### src/rtl/sequential_booth_multiplier_pkg.sv
// Shared definitions for the sequential radix-4 Booth multiplier: FSM states,
// Booth recode bit positions, the ceil-div used for the cycle count and the recoder.
package sequential_booth_multiplier_pkg;

  typedef enum logic [1:0] {
    S_IDLE    = 2'd0,
    S_BUSY    = 2'd1,
    S_RESOLVE = 2'd2,
    S_DONE    = 2'd3
  } state_t;

  localparam int BOOTH_NEG = 2;
  localparam int BOOTH_TWO = 1;
  localparam int BOOTH_ONE = 0;

  function automatic int ceil_div(input int n, input int d);
    return (n + d - 1) / d;
  endfunction

  // Triple is {b[2j+1], b[2j], b[2j-1]}; result is indexed by the BOOTH_* positions.
  function automatic logic [2:0] booth_recode(input logic [2:0] t);
    logic [2:0] r;
    r            = '0;
    r[BOOTH_NEG] = t[2];
    r[BOOTH_TWO] = ~(t[1] ^ t[0]) & (t[2] ^ t[1]);
    r[BOOTH_ONE] = t[1] ^ t[0];
    return r;
  endfunction

endpackage

### src/rtl/sequential_booth_multiplier_booth_pp_gen.sv
// One radix-4 Booth partial product: recodes a triple, selects 0/+-A/+-2A at full
// result width and shifts it into place; disabled digits produce zero.
module sequential_booth_multiplier_booth_pp_gen
  import sequential_booth_multiplier_pkg::*;
#(
  parameter int EXT_W = 18,
  parameter int OUT_W = 32,
  parameter int SH_W  = 5
) (
  input  logic [2:0]       triple,
  input  logic [EXT_W-1:0] a_ext,
  input  logic [SH_W-1:0]  shamt,
  input  logic             en,
  output logic [OUT_W-1:0] pp
);

  localparam logic [OUT_W-1:0] LSB_ONE = OUT_W'(1);

  logic [OUT_W-1:0] a_wide;
  logic [OUT_W-1:0] mag;
  logic [OUT_W-1:0] neg_mag;
  logic [2:0]       code;

  always_comb begin
    for (int i = 0; i < OUT_W; i++) begin
      a_wide[i] = a_ext[(i < EXT_W) ? i : EXT_W - 1];
    end
    code = booth_recode(triple);
    if (code[BOOTH_TWO]) begin
      mag = a_wide << 1;
    end else if (code[BOOTH_ONE]) begin
      mag = a_wide;
    end else begin
      mag = '0;
    end
    // Full-width two's complement makes the negative rows self-correcting.
    neg_mag = ~mag + LSB_ONE;
    pp      = '0;
    if (en) begin
      pp = (code[BOOTH_NEG] ? neg_mag : mag) << shamt;
    end
  end

endmodule

### src/rtl/sequential_booth_multiplier.sv
// Iterative radix-4 Booth multiplier: DIGITS_PER_CYCLE digits per BUSY cycle into a
// carry-save accumulator, one carry-lookahead resolve, then a held result until taken.
module sequential_booth_multiplier
  import sequential_booth_multiplier_pkg::*;
#(
  parameter int INPUT_LENGTH     = 16,
  parameter int OUTPUT_LENGTH    = 32,
  parameter int DIGITS_PER_CYCLE = 2
) (
  input  logic                     iClk,
  input  logic                     iRst,
  input  logic                     iValid,
  output logic                     oReady,
  input  logic [INPUT_LENGTH-1:0]  iA,
  input  logic [INPUT_LENGTH-1:0]  iB,
  input  logic                     iSigned,
  output logic                     oValid,
  input  logic                     iReady,
  output logic [OUTPUT_LENGTH-1:0] oRes,
  output state_t                   oState
);

  // Handshake: operands transfer on a rising edge with iValid & oReady (only in IDLE);
  // the result transfers on a rising edge with oValid & iReady (only in DONE), and
  // oRes/oValid stay frozen while the consumer stalls.

  localparam int W      = INPUT_LENGTH + 2;
  localparam int D      = W / 2;
  localparam int C      = ceil_div(D, DIGITS_PER_CYCLE);
  localparam int LAST_J = (C - 1) * DIGITS_PER_CYCLE;
  localparam int CNT_W  = $clog2(D + 1);
  localparam int BB_W   = W + 1 + 2 * DIGITS_PER_CYCLE;
  localparam int SH_W   = $clog2(2 * (D + DIGITS_PER_CYCLE));
  localparam int OL     = OUTPUT_LENGTH;

  state_t         state_q, state_d;
  logic [CNT_W-1:0] cnt_q, cnt_d;
  logic [W-1:0]   a_ext_q, a_ext_d;
  logic [W-1:0]   b_ext_q, b_ext_d;
  logic [OL-1:0]  sum_q, sum_d;
  logic [OL-1:0]  carry_q, carry_d;
  logic [OL-1:0]  res_q, res_d;
  logic           ready_q, ready_d;
  logic           valid_q, valid_d;

  logic [BB_W-1:0] bb;
  logic [2:0]      triple [DIGITS_PER_CYCLE];
  logic [SH_W-1:0] shamt  [DIGITS_PER_CYCLE];
  logic            pp_en  [DIGITS_PER_CYCLE];
  logic [OL-1:0]   pp     [DIGITS_PER_CYCLE];
  logic [OL-1:0]   acc_s, acc_c, csa_s;

  function automatic logic [OL-1:0] cla_add(input logic [OL-1:0] x, input logic [OL-1:0] y);
    logic [OL-1:0] g, p, p0;
    g  = x & y;
    p  = x ^ y;
    p0 = p;
    // Parallel-prefix carry generation; descending i keeps level d-1 values for i-d.
    for (int d = 1; d < OL; d = d * 2) begin
      for (int i = OL - 1; i >= d; i--) begin
        g[i] = g[i] | (p[i] & g[i-d]);
        p[i] = p[i] & p[i-d];
      end
    end
    return p0 ^ {g[OL-2:0], 1'b0};
  endfunction

  always_comb begin
    bb = {{(2 * DIGITS_PER_CYCLE){b_ext_q[W-1]}}, b_ext_q, 1'b0};
    for (int k = 0; k < DIGITS_PER_CYCLE; k++) begin
      triple[k] = bb[2 * (int'(cnt_q) + k) +: 3];
      shamt[k]  = SH_W'(2 * (int'(cnt_q) + k));
      pp_en[k]  = (int'(cnt_q) + k) < D;
    end
  end

  for (genvar k = 0; k < DIGITS_PER_CYCLE; k++) begin : g_pp
    sequential_booth_multiplier_booth_pp_gen #(
      .EXT_W(W),
      .OUT_W(OL),
      .SH_W (SH_W)
    ) u_pp (
      .triple(triple[k]),
      .a_ext (a_ext_q),
      .shamt (shamt[k]),
      .en    (pp_en[k]),
      .pp    (pp[k])
    );
  end

  always_comb begin
    state_d = state_q;
    cnt_d   = cnt_q;
    a_ext_d = a_ext_q;
    b_ext_d = b_ext_q;
    sum_d   = sum_q;
    carry_d = carry_q;
    res_d   = res_q;
    ready_d = ready_q;
    valid_d = valid_q;

    acc_s = sum_q;
    acc_c = carry_q;
    for (int k = 0; k < DIGITS_PER_CYCLE; k++) begin
      csa_s = acc_s ^ acc_c ^ pp[k];
      acc_c = ((acc_s & acc_c) | (acc_s & pp[k]) | (acc_c & pp[k])) << 1;
      acc_s = csa_s;
    end

    case (state_q)
      S_IDLE: begin
        if (iValid) begin
          a_ext_d = {{2{iSigned & iA[INPUT_LENGTH-1]}}, iA};
          b_ext_d = {{2{iSigned & iB[INPUT_LENGTH-1]}}, iB};
          sum_d   = '0;
          carry_d = '0;
          cnt_d   = '0;
          ready_d = 1'b0;
          state_d = S_BUSY;
        end
      end
      S_BUSY: begin
        sum_d   = acc_s;
        carry_d = acc_c;
        if (int'(cnt_q) == LAST_J) begin
          cnt_d   = '0;
          state_d = S_RESOLVE;
        end else begin
          cnt_d = CNT_W'(int'(cnt_q) + DIGITS_PER_CYCLE);
        end
      end
      S_RESOLVE: begin
        res_d   = cla_add(sum_q, carry_q);
        valid_d = 1'b1;
        state_d = S_DONE;
      end
      S_DONE: begin
        if (iReady) begin
          valid_d = 1'b0;
          ready_d = 1'b1;
          state_d = S_IDLE;
        end
      end
      default: begin
        valid_d = 1'b0;
        ready_d = 1'b1;
        state_d = S_IDLE;
      end
    endcase
  end

  always_ff @(posedge iClk or posedge iRst) begin
    if (iRst) begin
      state_q <= S_IDLE;
      cnt_q   <= '0;
      a_ext_q <= '0;
      b_ext_q <= '0;
      sum_q   <= '0;
      carry_q <= '0;
      res_q   <= '0;
      ready_q <= 1'b1;
      valid_q <= 1'b0;
    end else begin
      state_q <= state_d;
      cnt_q   <= cnt_d;
      a_ext_q <= a_ext_d;
      b_ext_q <= b_ext_d;
      sum_q   <= sum_d;
      carry_q <= carry_d;
      res_q   <= res_d;
      ready_q <= ready_d;
      valid_q <= valid_d;
    end
  end

  assign oReady = ready_q;
  assign oValid = valid_q;
  assign oRes   = res_q;
  assign oState = state_q;

endmodule

### config.mk
export PLATFORM = sky130hd
export DESIGN_NAME = sequential_booth_multiplier
export DESIGN_NICKNAME = d
export VERILOG_FILES = /design/src/rtl/sequential_booth_multiplier_pkg.sv /design/src/rtl/sequential_booth_multiplier_booth_pp_gen.sv /design/src/rtl/sequential_booth_multiplier.sv
export SDC_FILE = /design/constraint.sdc
export NUM_CORES = 1
export LEC_CHECK = 0
export ABC_AREA = 1
export BUFFER_PORTS_ARGS = -buffer_cell sky130_fd_sc_hd__buf_2
export CAP_MARGIN = 20
export CORE_ASPECT_RATIO = 0.8
export CORE_MARGIN = 1
export CORE_UTILIZATION = 55
export DETAILED_ROUTE_END_ITERATION = 10
export PLACE_DENSITY = 0.73
export SYNTH_ARGS = -nofsm -noshare
export SYNTH_HDL_FRONTEND = slang
export SYNTH_SLANG_ARGS = --single-unit
### constraint.sdc
create_clock -name iClk -period 5.65 [get_ports iClk]
set_clock_uncertainty 0.2 [all_clocks]
set_input_delay 0.565 -clock iClk [delete_from_list [all_inputs] [get_ports iClk]]
set_output_delay 0.565 -clock iClk [all_outputs]
set_load 0.02 [all_outputs]
==> results.md <==
- Status: finished, final reports clean
- Finished Cell Area: 12050 µm²
- Initial antenna violation count: 0
- Clk buf depth: 2
- Worst Tran Pin Value: 0.9912 ns
- Area grow syn2layout: 10.17%
- Met3 WL: 2.756 mm
- Clock sink count: 136
- Post-DP Area: 11430 µm²
- Skew-Pair Late Insertion Delay: 0.44 ns
- Starting DRC count in detailed routing: 1011
- CTS tree: done
- Ys async rst share: 1.000
- TNS Setup: 0 ns
- Fin crit period: 5.172 ns
- First-pass GRT wire length: 49.44 mm
- Clock Tree Root: clkbuf_16
- Total Wirelength: 30.14 mm
- Cts bufs inserted: 17
- Most used cell, CP: nand2_1
- Highest Signal Layer: met4
- Library cells used by synthesis: 62
- Num rows: 45
- Yosys warning total: 0
- Final setup fails: 0
- Share of cells above drive strength 1: 0.1522
- Syn Area/Cell: 7.850 µm²
- Critical path data arrival time: 5.30 ns
- Fin. max-slew vios: 0
- Slowest stage delay, CP: 0.52 ns
- Class of the worst hold path: input port to async pin
- FMAX: 0.1933 GHz
- Post-CTS Hold Fix Bufs: 0
- Vias in the first global route: 9273
- Hold Violations, Final: 0
- Die height: 128.1 µm
- Initial Util: 0.5696
- Clock slew at reported path FFs: 0.07 ns
- Netlist Area Pre-Place: 10940 µm²
- Number of enable flip-flop cells after synthesis: 0
- H-tree depth: 4
- ANT cells: 0
- Slew HR: 0.3392
- Max Cap Viol: 0
- PostCTS Resize Cnt: 0
- PortBufs: 72
- Top FF cell, synth: dfrtp_1
- Hpwl dp: 22.92 mm
- Gr usage total: 0.3110
- Core area: 19200 µm²
- CP startpoint kind: flip-flop
- Critical path type: flip-flop to flip-flop
- Drt pass-1 iters: 5
- Vias: 9814
- Drt via density: 5.739
- Most frequent cells in the layout: nand2_1 (326), inv_1 (142), dfrtp_1 (134), o21ai_0 (97), nand3_1 (93)
- Routed WL per cell: 17.63 µm
- IO Pins: 73
- Crit path max-delay cell type: fa_1
- RSZ-0062 raised after global routing: no
- Die area: 20450 µm²
- Grt ovf: 0
- DRC: 0
- Met1 Wirelength: 13.98 mm
- Nets@finish: 1577
- Critical path required time: 5.77 ns
- Kind of end point of the critical path: flip-flop
- Die width: 159.7 µm
- Post-DRT Antenna Nets: 0
- Post-CTS setup buffers: 0
- Synthesized Nets: 1531
- Ratio of final minimum period to clock period: 0.9155
- Largest net degree at the start of global routing: 97
- Maximum net fanout on the critical path: 22
- Routed wl met2: 12.94 mm
- Sequential share of the synthesized area: 0.3113
- Cell count after synthesis: 1393
- Number of register bits inferred by synthesis: 136
- Routability congestion estimate: 1.008
- WHS: 0.1121 ns
- Commonest non-fill, non-tap cell in the layout: nand2_1
==> registers in the layout, indices dropped and copies added, names as in the netlist <==
register	cells
oState	2
cnt_q	3
a_ext_q	17
oValid	1
oRes	32
carry_q	31
sum_q	32
b_ext_q	17
oReady	1
==> cell usage after synthesis, drive strengths merged, types with 2 or more instances <==
master / n / area share
clkinv: 2 / 0.00069
o211ai: 2 / 0.0014
a31oi: 17 / 0.0097
a22o: 45 / 0.036
o21ai: 150 / 0.072
conb: 2 / 0.00069
fa: 61 / 0.11
o21bai: 4 / 0.0027
inv: 154 / 0.053
nand2: 354 / 0.13
nand3: 99 / 0.049
xor2: 22 / 0.018
buf: 25 / 0.016
a21oi: 55 / 0.027
o31ai: 5 / 0.0034
o22ai: 18 / 0.012
clkbuf: 33 / 0.011
nor4: 2 / 0.0011
or2: 22 / 0.013
dfrtp: 135 / 0.31
nor2: 96 / 0.038
ha: 40 / 0.046
nand4: 10 / 0.0057
a22oi: 6 / 0.0041
xnor2: 6 / 0.0048
and2: 2 / 0.0011
nor3: 7 / 0.0047
nand3b: 2 / 0.0025
mux2i: 2 / 0.0018
a21boi: 4 / 0.0027
o221ai: 3 / 0.0024
==> worst max-delay path, delay by kind of cell, from the launching register on <==
family                   cells  cell delay, ns
AND/OR/NAND/NOR             13            1.69
adder cells (fa/ha/maj)      3            1.24
buffers and inverters        5            0.73
AO/OA/AOI/OAI                3            0.65
flip-flops                   1            0.39
XOR/XNOR                     1            0.16
==> final cells by class <==
type	instances	area (µm²)
Fill cell	1711	7152
Clock buffer	17	425.4
Multi-Input combinational cell	1043	6650
Inverter	156	593.1
Tap cell	258	322.8
Timing Repair Buffer	85	457.9
Sequential cell	136	3406
Clock inverter	15	192.7
==> path summary, 6_finish.rpt <==
| kind | startpoint | to | slack (ns) | cells after the start |
|---|---|---|---|---|
| max | cnt_q[2]$_DFFE_PP0P_ | sum_q[28]$_DFFE_PP0P_ | 0.48 | 25 |
| min | iRst | b_ext_q[5]$_DFFE_PP0P_ | 0.11 | 2 |
| max reg2reg | cnt_q[2]$_DFFE_PP0P_ | sum_q[28]$_DFFE_PP0P_ | 0.48 | 25 |
| min reg2reg | oRes[1]$_DFFE_PP0P_ | oRes[1]$_DFFE_PP0P_ | 0.27 | 2 |
| max in group asynchronous | iRst | sum_q[21]$_DFFE_PP0P_ | 4.04 | 3 |
| min in group iClk | iB[10] | b_ext_q[10]$_DFFE_PP0P_ | 0.12 | 3 |
==> per-stage QoR <==
step / instances / util / setup slack [ns]
floorplan: 1393 / - / 1.247
global placement: 1678 / 0.5953 / 0.6705
detailed placement: 1678 / 0.5953 / 0.5683
CTS: 1710 / 0.6275 / 0.5262
global route: 1710 / 0.6275 / 0.07643
finish: 1710 / 0.6275 / 0.4775
==> metal layers <==
metal	global-route usage	vias up
li1	-	4707
met1	0.4584	4703
met2	0.4549	362
met3	0.07376	42
met4	0.08484	0
met5	0	-
==> logic make-up after synthesis <==
kind of cell / synth area share
AND/OR/NAND/NOR: 0.2445
AO/OA/AOI/OAI: 0.1788
buffers and inverters: 0.08124
flip-flops: 0.3113
adder cells (fa/ha/maj): 0.1574
XOR/XNOR: 0.02311
multiplexers: 0.002860
other: 0.0006868
Power is left out: the tool's default activity adds up to more than one toggle a clock period on the data nets, which glitch-free logic cannot reach.
